### config.mk
export PLATFORM = sky130hd
export DESIGN_NAME = cmult_arbiter_flat
export DESIGN_NICKNAME = d
export VERILOG_FILES = /design/src/rtl/cmult_arbiter_pkg.sv /design/src/rtl/cmult_arbiter_if.sv /design/src/rtl/cmult_arbiter_rr.sv /design/src/rtl/cmult_arbiter.sv /design/src/flat_wrapper.sv
export SDC_FILE = /design/constraint.sdc
export NUM_CORES = 1
export LEC_CHECK = 0
export ABC_AREA = 1
export ABC_CLOCK_PERIOD_IN_PS = 3000
export CORE_AREA = 3 3 166 168
export CTS_CLUSTER_DIAMETER = 200
export DETAILED_ROUTE_END_ITERATION = 12
export DIE_AREA = 0 0 169 171
export PLACE_DENSITY = 0.67
export SLEW_MARGIN = 25
export SYNTH_ARGS = -nofsm -noshare
export SYNTH_HDL_FRONTEND = slang
export SYNTH_HIERARCHICAL = 1
export SYNTH_SLANG_ARGS = --single-unit
### constraint.sdc
create_clock -name clk -period 3 [get_ports clk]
set_clock_uncertainty 0.15 [all_clocks]
set_input_delay 0.6 -clock clk [delete_from_list [all_inputs] [get_ports clk]]
set_output_delay 0.6 -clock clk [all_outputs]
set_load 0.005 [all_outputs]
### src/rtl/cmult_arbiter_pkg.sv
// Shared types and defaults for the complex-multiplier arbiter slice.
package cmult_pkg;

  typedef enum logic [1:0] {
    IDLE = 2'd0,
    BUSY = 2'd1,
    RESP = 2'd2
  } state_t;

  localparam int DEFAULT_NUM_REQ        = 4;
  localparam int DEFAULT_DATA_WIDTH     = 16;
  localparam int DEFAULT_OUTPUT_WIDTH   = 18;
  localparam int DEFAULT_TIMEOUT_CYCLES = 15;
  localparam int OP_COUNT_WIDTH         = 16;

  function automatic int idx_width(input int n);
    return (n > 1) ? $clog2(n) : 1;
  endfunction

endpackage

### src/rtl/cmult_arbiter_if.sv
// Requester-side and multiplier-side buses of the arbiter in one bundle.
// Handshakes: a request transfers when req_valid[i] && req_ready[i] in the same
// cycle; a response transfers when rsp_valid[i] && rsp_ready[i]; once raised,
// rsp_valid and its data hold until that transfer. mul_valid is a one-cycle
// result strobe, and mul_ready reports the multiplier can take a new operation.
interface cmult_arbiter_if #(
  parameter int NUM_REQ      = 4,
  parameter int DATA_WIDTH   = 16,
  parameter int OUTPUT_WIDTH = 18
) ();
  logic [NUM_REQ-1:0]            req_valid;
  logic [NUM_REQ-1:0]            req_ready;
  logic [NUM_REQ*DATA_WIDTH-1:0] req_a_real;
  logic [NUM_REQ*DATA_WIDTH-1:0] req_a_imag;
  logic [NUM_REQ*DATA_WIDTH-1:0] req_b_real;
  logic [NUM_REQ*DATA_WIDTH-1:0] req_b_imag;
  logic [NUM_REQ-1:0]            rsp_valid;
  logic [NUM_REQ-1:0]            rsp_ready;
  logic [OUTPUT_WIDTH-1:0]       rsp_real;
  logic [OUTPUT_WIDTH-1:0]       rsp_imag;
  logic                          rsp_err;
  logic                          mul_enable;
  logic [DATA_WIDTH-1:0]         mul_a_real;
  logic [DATA_WIDTH-1:0]         mul_a_imag;
  logic [DATA_WIDTH-1:0]         mul_b_real;
  logic [DATA_WIDTH-1:0]         mul_b_imag;
  logic [OUTPUT_WIDTH-1:0]       mul_result_real;
  logic [OUTPUT_WIDTH-1:0]       mul_result_imag;
  logic                          mul_valid;
  logic                          mul_ready;

  modport slave (
    input  req_valid, req_a_real, req_a_imag, req_b_real, req_b_imag, rsp_ready,
    input  mul_result_real, mul_result_imag, mul_valid, mul_ready,
    output req_ready, rsp_valid, rsp_real, rsp_imag, rsp_err,
    output mul_enable, mul_a_real, mul_a_imag, mul_b_real, mul_b_imag
  );

  modport master (
    output req_valid, req_a_real, req_a_imag, req_b_real, req_b_imag, rsp_ready,
    output mul_result_real, mul_result_imag, mul_valid, mul_ready,
    input  req_ready, rsp_valid, rsp_real, rsp_imag, rsp_err,
    input  mul_enable, mul_a_real, mul_a_imag, mul_b_real, mul_b_imag
  );
endinterface

### src/rtl/cmult_arbiter_rr.sv
// Round-robin selector: search starts one past the last accepted grant.
module rr_arbiter #(
  parameter  int NUM_REQ = 4,
  localparam int IDX_W   = (NUM_REQ > 1) ? $clog2(NUM_REQ) : 1
) (
  input  logic [NUM_REQ-1:0] req,
  input  logic [IDX_W-1:0]   last_grant,
  output logic [NUM_REQ-1:0] grant,
  output logic [IDX_W-1:0]   grant_idx,
  output logic               any
);
  logic [IDX_W-1:0] idx;

  always_comb begin
    grant     = '0;
    grant_idx = '0;
    any       = 1'b0;
    idx       = '0;
    for (int k = 1; k <= NUM_REQ; k++) begin
      idx = IDX_W'((int'(last_grant) + k) % NUM_REQ);
      if (!any && req[idx]) begin
        any        = 1'b1;
        grant[idx] = 1'b1;
        grant_idx  = idx;
      end
    end
  end
endmodule

### src/rtl/cmult_arbiter.sv
// Shares one complex multiplier between NUM_REQ requesters with round-robin
// arbitration, a per-operation watchdog and routed, held responses.
module cmult_arbiter
  import cmult_pkg::*;
#(
  parameter int NUM_REQ        = DEFAULT_NUM_REQ,
  parameter int DATA_WIDTH     = DEFAULT_DATA_WIDTH,
  parameter int OUTPUT_WIDTH   = DEFAULT_OUTPUT_WIDTH,
  parameter int TIMEOUT_CYCLES = DEFAULT_TIMEOUT_CYCLES
) (
  input  logic                      clk,
  input  logic                      rst_n,
  cmult_arbiter_if.slave            bus,
  output logic                      busy,
  output logic [OP_COUNT_WIDTH-1:0] op_count,
  output logic                      timeout_sticky,
  output state_t                    fsm_state
);
  localparam int IDX_W = idx_width(NUM_REQ);
  localparam int WD_W  = $clog2(TIMEOUT_CYCLES + 1);

  state_t                  state;
  logic [IDX_W-1:0]        last_grant;
  logic [IDX_W-1:0]        sel;
  logic [DATA_WIDTH-1:0]   a_re, a_im, b_re, b_im;
  logic [OUTPUT_WIDTH-1:0] rsp_re, rsp_im;
  logic                    rsp_e;
  logic [WD_W-1:0]         wd;
  logic [NUM_REQ-1:0]      grant;
  logic [IDX_W-1:0]        grant_idx;
  logic                    any_req;
  logic                    start;
  logic                    in_busy;

  rr_arbiter #(.NUM_REQ(NUM_REQ)) u_rr (
    .req       (bus.req_valid),
    .last_grant(last_grant),
    .grant     (grant),
    .grant_idx (grant_idx),
    .any       (any_req)
  );

  // Acceptance is combinational so the winner sees req_ready in its grant cycle.
  assign start         = rst_n && (state == IDLE) && bus.mul_ready && any_req;
  assign bus.req_ready = start ? grant : '0;
  assign in_busy       = (state == BUSY);

  assign bus.mul_enable = in_busy && !bus.mul_valid;
  assign bus.mul_a_real = in_busy ? a_re : '0;
  assign bus.mul_a_imag = in_busy ? a_im : '0;
  assign bus.mul_b_real = in_busy ? b_re : '0;
  assign bus.mul_b_imag = in_busy ? b_im : '0;

  assign bus.rsp_valid = (state == RESP) ? (NUM_REQ'(1) << sel) : '0;
  assign bus.rsp_real  = rsp_re;
  assign bus.rsp_imag  = rsp_im;
  assign bus.rsp_err   = rsp_e;

  assign busy      = (state != IDLE);
  assign fsm_state = state;

  always_ff @(posedge clk or negedge rst_n) begin
    if (!rst_n) begin
      state          <= IDLE;
      last_grant     <= IDX_W'(NUM_REQ - 1);
      sel            <= '0;
      a_re           <= '0;
      a_im           <= '0;
      b_re           <= '0;
      b_im           <= '0;
      rsp_re         <= '0;
      rsp_im         <= '0;
      rsp_e          <= 1'b0;
      wd             <= '0;
      op_count       <= '0;
      timeout_sticky <= 1'b0;
    end else begin
      case (state)
        IDLE: begin
          if (start) begin
            state      <= BUSY;
            sel        <= grant_idx;
            last_grant <= grant_idx;
            a_re       <= bus.req_a_real[grant_idx*DATA_WIDTH +: DATA_WIDTH];
            a_im       <= bus.req_a_imag[grant_idx*DATA_WIDTH +: DATA_WIDTH];
            b_re       <= bus.req_b_real[grant_idx*DATA_WIDTH +: DATA_WIDTH];
            b_im       <= bus.req_b_imag[grant_idx*DATA_WIDTH +: DATA_WIDTH];
            wd         <= '0;
          end
        end
        BUSY: begin
          wd <= wd + 1'b1;
          // A result arriving on the expiry cycle still wins over the watchdog.
          if (bus.mul_valid) begin
            state    <= RESP;
            rsp_re   <= bus.mul_result_real;
            rsp_im   <= bus.mul_result_imag;
            rsp_e    <= 1'b0;
            op_count <= op_count + 1'b1;
          end else if (wd == WD_W'(TIMEOUT_CYCLES - 1)) begin
            state          <= RESP;
            rsp_re         <= '0;
            rsp_im         <= '0;
            rsp_e          <= 1'b1;
            timeout_sticky <= 1'b1;
          end
        end
        RESP: begin
          if (bus.rsp_ready[sel]) state <= IDLE;
        end
        default: state <= IDLE;
      endcase
    end
  end
endmodule

### src/flat_wrapper.sv
// flat-port wrapper written by rule: the top's interface ports become plain ports
module cmult_arbiter_flat import cmult_pkg::*;
#(
  parameter int NUM_REQ        = DEFAULT_NUM_REQ,
  parameter int DATA_WIDTH     = DEFAULT_DATA_WIDTH,
  parameter int OUTPUT_WIDTH   = DEFAULT_OUTPUT_WIDTH,
  parameter int TIMEOUT_CYCLES = DEFAULT_TIMEOUT_CYCLES
)
  (clk, rst_n, busy, op_count, timeout_sticky, fsm_state, bus_req_valid, bus_req_a_real, bus_req_a_imag, bus_req_b_real, bus_req_b_imag, bus_rsp_ready, bus_mul_result_real, bus_mul_result_imag, bus_mul_valid, bus_mul_ready, bus_req_ready, bus_rsp_valid, bus_rsp_real, bus_rsp_imag, bus_rsp_err, bus_mul_enable, bus_mul_a_real, bus_mul_a_imag, bus_mul_b_real, bus_mul_b_imag);
  cmult_arbiter_if #(.NUM_REQ(NUM_REQ), .DATA_WIDTH(DATA_WIDTH), .OUTPUT_WIDTH(OUTPUT_WIDTH)) bus_i ();
  input  logic clk;
  input  logic rst_n;
  output logic busy;
  output logic [OP_COUNT_WIDTH-1:0] op_count;
  output logic timeout_sticky;
  output state_t fsm_state;
  input wire logic [$bits(bus_i.req_valid)-1:0] bus_req_valid;
  input wire logic [$bits(bus_i.req_a_real)-1:0] bus_req_a_real;
  input wire logic [$bits(bus_i.req_a_imag)-1:0] bus_req_a_imag;
  input wire logic [$bits(bus_i.req_b_real)-1:0] bus_req_b_real;
  input wire logic [$bits(bus_i.req_b_imag)-1:0] bus_req_b_imag;
  input wire logic [$bits(bus_i.rsp_ready)-1:0] bus_rsp_ready;
  input wire logic [$bits(bus_i.mul_result_real)-1:0] bus_mul_result_real;
  input wire logic [$bits(bus_i.mul_result_imag)-1:0] bus_mul_result_imag;
  input wire logic [$bits(bus_i.mul_valid)-1:0] bus_mul_valid;
  input wire logic [$bits(bus_i.mul_ready)-1:0] bus_mul_ready;
  output wire logic [$bits(bus_i.req_ready)-1:0] bus_req_ready;
  output wire logic [$bits(bus_i.rsp_valid)-1:0] bus_rsp_valid;
  output wire logic [$bits(bus_i.rsp_real)-1:0] bus_rsp_real;
  output wire logic [$bits(bus_i.rsp_imag)-1:0] bus_rsp_imag;
  output wire logic [$bits(bus_i.rsp_err)-1:0] bus_rsp_err;
  output wire logic [$bits(bus_i.mul_enable)-1:0] bus_mul_enable;
  output wire logic [$bits(bus_i.mul_a_real)-1:0] bus_mul_a_real;
  output wire logic [$bits(bus_i.mul_a_imag)-1:0] bus_mul_a_imag;
  output wire logic [$bits(bus_i.mul_b_real)-1:0] bus_mul_b_real;
  output wire logic [$bits(bus_i.mul_b_imag)-1:0] bus_mul_b_imag;
  assign bus_i.req_valid = bus_req_valid;
  assign bus_i.req_a_real = bus_req_a_real;
  assign bus_i.req_a_imag = bus_req_a_imag;
  assign bus_i.req_b_real = bus_req_b_real;
  assign bus_i.req_b_imag = bus_req_b_imag;
  assign bus_i.rsp_ready = bus_rsp_ready;
  assign bus_i.mul_result_real = bus_mul_result_real;
  assign bus_i.mul_result_imag = bus_mul_result_imag;
  assign bus_i.mul_valid = bus_mul_valid;
  assign bus_i.mul_ready = bus_mul_ready;
  assign bus_req_ready = bus_i.req_ready;
  assign bus_rsp_valid = bus_i.rsp_valid;
  assign bus_rsp_real = bus_i.rsp_real;
  assign bus_rsp_imag = bus_i.rsp_imag;
  assign bus_rsp_err = bus_i.rsp_err;
  assign bus_mul_enable = bus_i.mul_enable;
  assign bus_mul_a_real = bus_i.mul_a_real;
  assign bus_mul_a_imag = bus_i.mul_a_imag;
  assign bus_mul_b_real = bus_i.mul_b_real;
  assign bus_mul_b_imag = bus_i.mul_b_imag;
  cmult_arbiter #(.NUM_REQ(NUM_REQ), .DATA_WIDTH(DATA_WIDTH), .OUTPUT_WIDTH(OUTPUT_WIDTH), .TIMEOUT_CYCLES(TIMEOUT_CYCLES)) u_core (.clk(clk), .rst_n(rst_n), .bus(bus_i), .busy(busy), .op_count(op_count), .timeout_sticky(timeout_sticky), .fsm_state(fsm_state));
endmodule
==> impl_metrics.csv <==
group,metric,value,unit
power_and_ir_drop,ir_drop,0.713,mV
finish,fillers,2438,
routing,drc,0,
critical_path,cp-start-kind,"flop",
routing,ant_nets,0,
routing,drt_iter0_markers,614,
routing,dr.pass1.iters,5,
power_and_ir_drop,p_int,10.2,mW
critical_path,cp_data_arrival_time,3190,ps
status,status,"finished, violations left",
finish,regArea,3210,µm²
placement,portBuffers,433,
routing,routedWlPerCell,17.8,µm
finish,n_antenna_cell,0,
clock_tree,clkSinkCount,128,
power_and_ir_drop,seqPwrFrac,15.4,%
logic_synthesis,ys_types,30,
power_and_ir_drop,combPwrFrac,73.8,%
power_and_ir_drop,swShare,43.9,%
placement,dp_cells,1880,
clock_tree,cts_buffer_depth,2,
status,violations,"negative setup slack",
routing,vias_per_cell,4.87,
timing,tightest_slew,747,ps
grt,grt-ovfl-total,0,
clock_tree,cts_hold_buf,0,
grt,use_met3,6.01,%
grt,top_usage_layer,"met2",
grt,grt_pass1_vias,9123,
grt,grt_util_met2,38.0,%
grt,grt_pass1_wl,49.1,mm
clock_tree,path_clk_slew,70,ps
timing,fin_ws,-12.5,ps
hold_path,hold_class,"in -> async",
die,core,26100,µm²
die,initial_core_util,30.3,%
timing,max_slew_margin,50.2,%
finish,syn_to_final_growth,80.6,%
timing,slew_violations,0,
clock_tree,clkLatencyLatePin,410,ps
logic_synthesis,ys_seq_elements,128,
critical_path,end_kind,"flop",
logic_synthesis,synth.avg_cell_area,7.10,µm²
power_and_ir_drop,power_density,1280,nW/µm²
critical_path,path_class,"reg -> reg",
grt,grt_max_degree,129,
routing,vias,9441,
clock_tree,cts_buffers,17,
timing,rsz0062_at_grt,"yes",
finish,multi_input_area,4150,µm²
routing,wl,34.6,mm
die,rows,59,
placement,gp_congestion,0.866,
power_and_ir_drop,switching_power,8.01,mW
timing,finalSetupViolations,1,
timing,finalCritPeriodShare,100,%
die,die_area,28900,µm²
power_and_ir_drop,clockPowerShare,10.8,%
job,maxCapViolCount,0,
critical_path,crit_fanout,12,
die,die_height,171,µm
die,die_w,169,µm
placement,dp_hpwl,25.4,mm
clock_tree,root_buffer,"clkbuf_16",
grt,grt_util_met1,25.2,%
grt,grt_use_total,21.5,%
logic_synthesis,syn_nets,1429,
clock_tree,cts_tree,"yes",
finish,drive_above_1_share,12.8,%
logic_synthesis,syn_inst,1114,
logic_synthesis,ys_seq_area_share,40.6,%
clock_tree,htree_levels,4,
timing,fmax,332,MHz
placement,pre_cts_slack,-264,ps
timing,finalHoldViolations,0,
timing,final.min_clock_period,3010,ps
logic_synthesis,synth.cell_area,7910,µm²
finish,stdcell_count,1940,
grt,antenna_found_initial,0,
critical_path,cp.required,3180,ps
finish,nNetsFinal,1907,
power_and_ir_drop,leakage,6.11,nW
die,io_pins,434,
logic_synthesis,synth_warnings,6,
-- power by group through the flow --
stage / combinational, mW / clock [mW] / sequential (mW)
2_1_floorplan: 5.88 / 0 / 2.79
3_3_place_gp: 10.8 / 0 / 2.81
3_5_place_dp: 10.9 / 0 / 2.84
4_1_cts: 11.1 / 2.03 / 2.81
5_1_grt: 14.7 / 2.09 / 2.90
6_report: 13.5 / 1.97 / 2.81
-- cells in the final DEF (no fill, tap or decap), types with 4 or more instances in the layout --
| cell | instances |
|---|---|
| xor2_1 | 4 |
| nor3_1 | 6 |
| nand4_1 | 12 |
| a22o_1 | 36 |
| a21boi_0 | 4 |
| buf_12 | 19 |
| o21ai_1 | 137 |
| ha_1 | 10 |
| o21ai_2 | 10 |
| dfrtp_1 | 126 |
| buf_6 | 12 |
| nand3_1 | 28 |
| inv_2 | 6 |
| clkdlybuf4s50_1 | 428 |
| o21ai_0 | 117 |
| a21oi_1 | 5 |
| nor2_2 | 18 |
| clkbuf_16 | 26 |
| buf_2 | 4 |
| nor2_1 | 249 |
| buf_4 | 54 |
| nand2_1 | 133 |
| buf_8 | 5 |
| nand2_2 | 5 |
| inv_6 | 7 |
| inv_1 | 93 |
| xnor2_1 | 7 |
| nor2_4 | 16 |
-- worst max-delay path, cell delays in order, from the launching register on --
cell,delay [ps]
dfstp_2,590
inv_8,40
ha_4,300
inv_4,50
nand3_4,80
nand2_4,70
buf_6,120
nor2_4,80
buf_6,120
buf_6,110
nor2_4,40
a21oi_4,180
buf_12,170
buf_12,110
clkbuf_16,130
clkbuf_16,150
nor2_1,50
nor2_1,70
o21ai_0,90
o21ai_1,80
nand2_1,60
o21ai_0,90
-- metal layers --
metal  vias up  share of wire (%)
li1       4587                  -
met1      4404                 39
met2       402                 50
met3        48                7.9
met4         0                2.8
met5         -                  0
-- synthesized netlist by cell type, drive strengths merged --
master	instances	share of area, %
nand3	32	2.3
a22o	36	4.0
dfstp	2	0.66
ha	11	1.7
nand2	142	7.2
inv	102	4.9
nor3	6	0.38
a21boi	4	0.38
o21ai	264	17
dfrtp	126	40
a21oi	8	0.51
xnor2	7	0.78
buf	42	3.5
o31ai	1	0.095
clkbuf	31	1.5
nand4	12	0.95
xor2	4	0.44
nor2	283	14
a31oi	1	0.079
-- cell type report --
type                       count  area share, %
inverter                     102           2.81
tap                          335           2.94
clock buffer                  20           3.13
sequential                   128           22.5
multi-input combinational    811           29.1
timing repair buffer         532           38.9
clock inverter                12          0.692
-- flip-flops by register name, indices dropped and copies added, names as in the netlist, 4 cells and up --
register,cells
u_core/bus.rsp_real,18
u_core/a_im,16
u_core/a_re,16
u_core/wd,4
u_core/b_re,16
u_core/b_im,16
u_core/bus.rsp_imag,18
u_core/op_count,16
-- cell families after synthesis --
group / synth area share, %
AO/OA/AOI/OAI: 21.8
XOR/XNOR: 1.22
adder cells (fa/ha/maj): 1.74
buffers and inverters: 9.89
flip-flops: 40.6
AND/OR/NAND/NOR: 24.8
-- per-stage QoR --
step | instance area (µm²) | setup TNS, ps | util, % | total power [mW] | hold slack [ps]
floorplan | 7920 | 0 | - | 8.68 | 154
global placement | 13000 | -7260 | 50.1 | 13.6 | 302
detailed placement | 13000 | -11780 | 50.1 | 13.7 | 306
CTS | 13600 | -167 | 52.3 | 16.0 | 236
global route | 14300 | -5190 | 54.8 | 19.7 | 221
finish | 14300 | -12.5 | 54.8 | 18.3 | 154
-- path summary, 6_finish.rpt --
| check | start | to | slack (ps) | cells after the start |
|---|---|---|---|---|
| setup reg to reg | u_core/last_grant[0] | u_core/b_im[7] | -10 | 21 |
| min in group clk | u_core/bus.rsp_err | u_core/bus.rsp_err | 320 | 2 |
| setup / recovery | u_core/last_grant[0] | u_core/b_im[7] | -10 | 21 |
| max in group asynchronous | rst_n | u_core/b_re[11] | 1940 | 2 |
| hold reg to reg | u_core/bus.rsp_err | u_core/bus.rsp_err | 320 | 2 |
| hold / removal | rst_n | u_core/bus.rsp_imag[10] | 150 | 2 |
-- timing repair --
item                       4_1_cts  5_1_grt
gates cloned                     0       10
setup endpoints to repair       12      110
setup buffers                    6       13
gates resized for setup         30      190
pin swaps                       12       28
Power figures use the tool's default switching activity.
==> patch 1: new RTL, same settings <==
Set the package constant `OP_COUNT_WIDTH` to 20 (it was 16).
--- a/src/rtl/cmult_arbiter_pkg.sv
+++ b/src/rtl/cmult_arbiter_pkg.sv
@@ -11,7 +11,7 @@
   localparam int DEFAULT_DATA_WIDTH     = 16;
   localparam int DEFAULT_OUTPUT_WIDTH   = 18;
   localparam int DEFAULT_TIMEOUT_CYCLES = 15;
-  localparam int OP_COUNT_WIDTH         = 16;
+  localparam int OP_COUNT_WIDTH         = 20;
 
   function automatic int idx_width(input int n);
     return (n > 1) ? $clog2(n) : 1;
Ports: changed (resized op_count); port bits go from 434 to 438. No check against the original RTL was run, so the function may have changed too.
==> patch 1 against the unedited design <==
- register-to-register slack gained 0.14 ns
- maximum frequency grew 0.76%
- total power shrank 14%
- sequential cell count grew 4
- wire length shrank 6.4%
- area after synthesis grew 3.3%
- via count shrank 0.91%
- hold slack gained 0.031 ns
- worst setup slack gained 0.023 ns
- sequential share of layout area grew 1.2 points
- utilization shrank 1.3 points
- final area shrank 2.3%
- synthesized cell count grew 7.4%
==> patch 1: results (changes against the unedited design) <==
* CP Max Fanout at 5 (-7)
* Area of the multi-input gates at 4110 µm² (-0.99%)
* # nets final at 1962 (+2.9%)
* CTS Buffer Depth at 2 (unchanged)
* Ranking of synthesized cells by area: dfrtp_1, o21ai_0, nor2_1, nand2_1, inv_1
* Pin count of the biggest net entering global routing at 74 (-43%)
* First-pass GRT wire length at 48900 µm (-0.35%)
* Reg2Reg Depth at 16 (-24%)
* Routed vias at 9355 (-0.91%)
* Register area share after synthesis at 0.405 (-0.000542)
* Detail Placement HPWL at 25100 µm (-1.2%)
* Skew-Pair Late Insertion Delay at 0.42 ns
* Fillcell total at 2472 (+1.4%)
* Min-delay worst type: input pin to asynchronous set/reset pin
* Hold Slack at 0.185 ns (+0.0311 ns)
* Cells after Synth at 1196 (+7.4%)
* Synth cell types at 32 (+6.7%)
* Switch Pwr at 7.09 mW (-11%)
* Worst vdd ir at 0.000740 V (+3.8%)
* Worst slack, placed at -0.322 ns (-0.0576 ns)
* Reg2reg setup slack at 0.13 ns (+0.14 ns)
* CTS Buf Count at 17 (unchanged)
* Pleak at 6.10 nW (-0.10%)
* Detailed Routing Iterations Pass 1 at 5 (unchanged)
* Arrival @ worst endpoint at 2.24 ns (-0.95 ns)
* Clk root buf: clkbuf_16
* Outcome: complete, no violations
* GRT Total Usage at 0.214 (-0.000769)
* Crit-path leading delay family: flip-flops
* Crit share post-route at 0.997 (-0.00761)
* Placed Area at 13100 µm² (+0.63%)
* Crit path largest cell delay at 0.59 ns (about the same)
* Most frequent cell after synthesis: nor2_1
* Clk. pwr at 2.09 mW (+6%)
* DRT iter0 DRCs at 566 (-7.8%)
* Top reg by flops: u_core/op_count
* Synth top cells by count: nor2_1, nand2_1, o21ai_0
* Syn nets at 1511 (+5.7%)
* CP endpoint: bus_req_ready[2]
* Via/cell ratio at 4.68 (-3.8%)
* Initial antenna violation count at 6 (+6)
* Setup bufs post-CTS at 10 (+4)
* R2R Path End: u_core/a_im[10]$_DFFE_PN0P_
* Share of cells above drive strength 1 at 0.0837 (-0.0446)
* Routed WL at 32400 µm (-6.4%)
* CTS HTree Levels at 4 (unchanged)
* Slew headroom at 0.474 (-0.0282)
* Gate power share at 0.687 (-0.051)
* Resized cells post-CTS at 27 (-10%)
* Number of global-route vias before repair at 9079 (-0.48%)
* Comb group at 10.8 mW (-20%)
* GP Congestion at 0.842 (-2.7%)
* IO Port Bufs at 437 (+0.92%)
==> patch 1: cell count changes after synthesis, sizes merged, moves of 3 or more <==
cell	before	now
a22o	36	0
buf	42	35
clkbuf	31	38
dfrtp	126	130
nand2	142	245
nand3	32	35
nor2	283	279
==> patch 1: kinds of logic after synthesis <==
kind of cell,share of synthesized area
buffers and inverters,0.0989
adder cells (fa/ha/maj),0.0169
AND/OR/NAND/NOR,0.290
XOR/XNOR,0.0161
flip-flops,0.405
AO/OA/AOI/OAI,0.173
==> patch 1: per-layer routing <==
layer | vias up | global-route usage | wire length (µm)
li1 | 4711 | - | -
met1 | 4234 | 0.247 | 12600
met2 | 364 | 0.382 | 16300
met3 | 40 | 0.0689 | 2810
met4 | 6 | 0.0635 | 639
met5 | - | 0 | 37
==> patch 1: area by class of cell <==
cell class	instances	share of cell area
diodes	3	0.000538
clock buffers	17	0.0305
clock inverters	15	0.0114
inverters	104	0.0298
multi-input cells	888	0.295
flip-flops and latches	132	0.237
well taps	335	0.0301
repair buffers	504	0.366
==> patch 2: new RTL, config.mk and constraints unchanged <==
Without the edit above. Reset style: synchronous (`rst_n`), changed in one clocked block.
--- a/src/rtl/cmult_arbiter.sv
+++ b/src/rtl/cmult_arbiter.sv
@@ -59,7 +59,7 @@
   assign busy      = (state != IDLE);
   assign fsm_state = state;
 
-  always_ff @(posedge clk or negedge rst_n) begin
+  always_ff @(posedge clk) begin
     if (!rst_n) begin
       state          <= IDLE;
       last_grant     <= IDX_W'(NUM_REQ - 1);
Formal check against the unedited RTL: differs if rst_n is asserted again (counterexample within 4 cycles, from zero or initial values and one cycle with rst_n low); with rst_n held inactive, the same outputs for 4 cycles.
==> patch 2 against the unedited design <==
- critical path depth decreased by 11
- worst setup slack better by 0.16 ns
- sequential cell count is the same
- sequential share of layout area shrank 2.6 points
- area after synthesis fell by 4.4%
- die area unchanged
- wire length down 10%
- final area decreased by 9.5%
- utilization is 5.2 points lower
Power is not compared: it rests on default switching activity, and its combinational part moved more than twofold at a synthesized area within 25%.
==> patch 2: results (changes against the unedited design) <==
* Synth top cells by count: nor2_1, o21ai_0, dfxtp_1
* Share of cells above drive strength 1 at 0.0678 (-0.0605)
* First-pass GRT wire length at 47000 µm (-4.1%)
* Via/cell ratio at 4.79 (-1.7%)
* GP Congestion at 0.874 (+0.87%)
* Tot Pwr at 7.73 mW
* Detail Placement HPWL at 22800 µm (-10%)
* Number of global-route vias before repair at 8871 (-2.8%)
* DR top layer: met5
* Metal-1 WL at 12300 µm (-8.7%)
* Ranking of synthesized cells by area: dfxtp_1, nor2_1, o21ai_0, nand2_1, a31oi_1
* Mapped Avg Cell Area at 6.29 µm² (-11%)
* Register area share after synthesis at 0.339 (-0.0664)
* Met3 routed WL at 2650 µm (-3.6%)
* Fillcell total at 2690 (+10%)
* Pin count of the biggest net entering global routing at 89 (-31%)
* Routed vias at 9376 (-0.69%)
* Outcome: complete, no violations
* Crit path largest cell delay at 0.50 ns (-0.09 ns)
* GRT Total Usage at 0.202 (-0.0131)
* CP Max Fanout at 5 (-7)
* CP max-delay cell: clkdlybuf4s50_1
* Top FF cell, synth: dfxtp_1
* Worst slack, placed at -0.328 ns (-0.0643 ns)
* Syn nets at 1517 (+6.2%)
* DRT iter0 DRCs at 580 (-5.5%)
* Synth async-reset ratio at 0 (-1.00)
* Area of the multi-input gates at 4170 µm² (+0.57%)
* Arrival @ worst endpoint at 2.10 ns (-1.09 ns)
* Placed Area at 12300 µm² (-5.8%)
* Synth cell types at 35 (+17%)
* Routed WL at 31000 µm (-10%)
* Met3 Usage GRT at 0.0603 (+0.000231)
* Met1 usage at 0.233 (-0.0188)
* Post-Synth XOR/XNOR Area at 0.00232 (-0.00987)
-- patch 2: kinds of logic after synthesis --
logic type	count (synthesis)
AO/OA/AOI/OAI	331
XOR/XNOR	2
adder cells (fa/ha/maj)	11
buffers and inverters	190
flip-flops	128
AND/OR/NAND/NOR	540
-- patch 2: cell type report --
cell class | instances | share of cell area
Clock inverter | 14 | 0.0132
Tap cell | 335 | 0.0325
Multi-Input combinational cell | 884 | 0.323
Antenna cell | 2 | 0.000388
Sequential cell | 128 | 0.198
Inverter | 107 | 0.0313
Timing Repair Buffer | 471 | 0.368
Clock buffer | 18 | 0.0332
-- patch 2: path summary, 6_finish.rpt --
| kind | cells after the start | start | to | slack, ns |
|---|---|---|---|---|
| worst min-delay path | 2 | u_core/bus.rsp_real[2]$_SDFFE_PN0P_ | u_core/bus.rsp_real[2]$_SDFFE_PN0P_ | 0.31 |
| worst max register to register | 14 | u_core/last_grant[1]$_SDFFE_PN1P_ | u_core/a_im[4]$_SDFFE_PN0P_ | 0.31 |
| worst max-delay path | 10 | bus_req_valid[1] | bus_req_ready[1] | 0.15 |
| worst min register to register | 2 | u_core/bus.rsp_real[2]$_SDFFE_PN0P_ | u_core/bus.rsp_real[2]$_SDFFE_PN0P_ | 0.31 |
-- patch 2: timing repair --
item                       in CTS  in global routing
gates resized for setup        13                 10
setup endpoints to repair       4                 22
pin swaps                       1                  3
setup buffers                   0                  0
-- patch 2: worst register-to-register path, delay by kind of cell (launching register included) --
family	cells	cell delay, ns
DFF	1	0.33
and+or+nand+nor	4	0.38
AOI/OAI and AO/OA	3	0.54
buffers and inverters	6	0.87
adders and majority gates	1	0.29
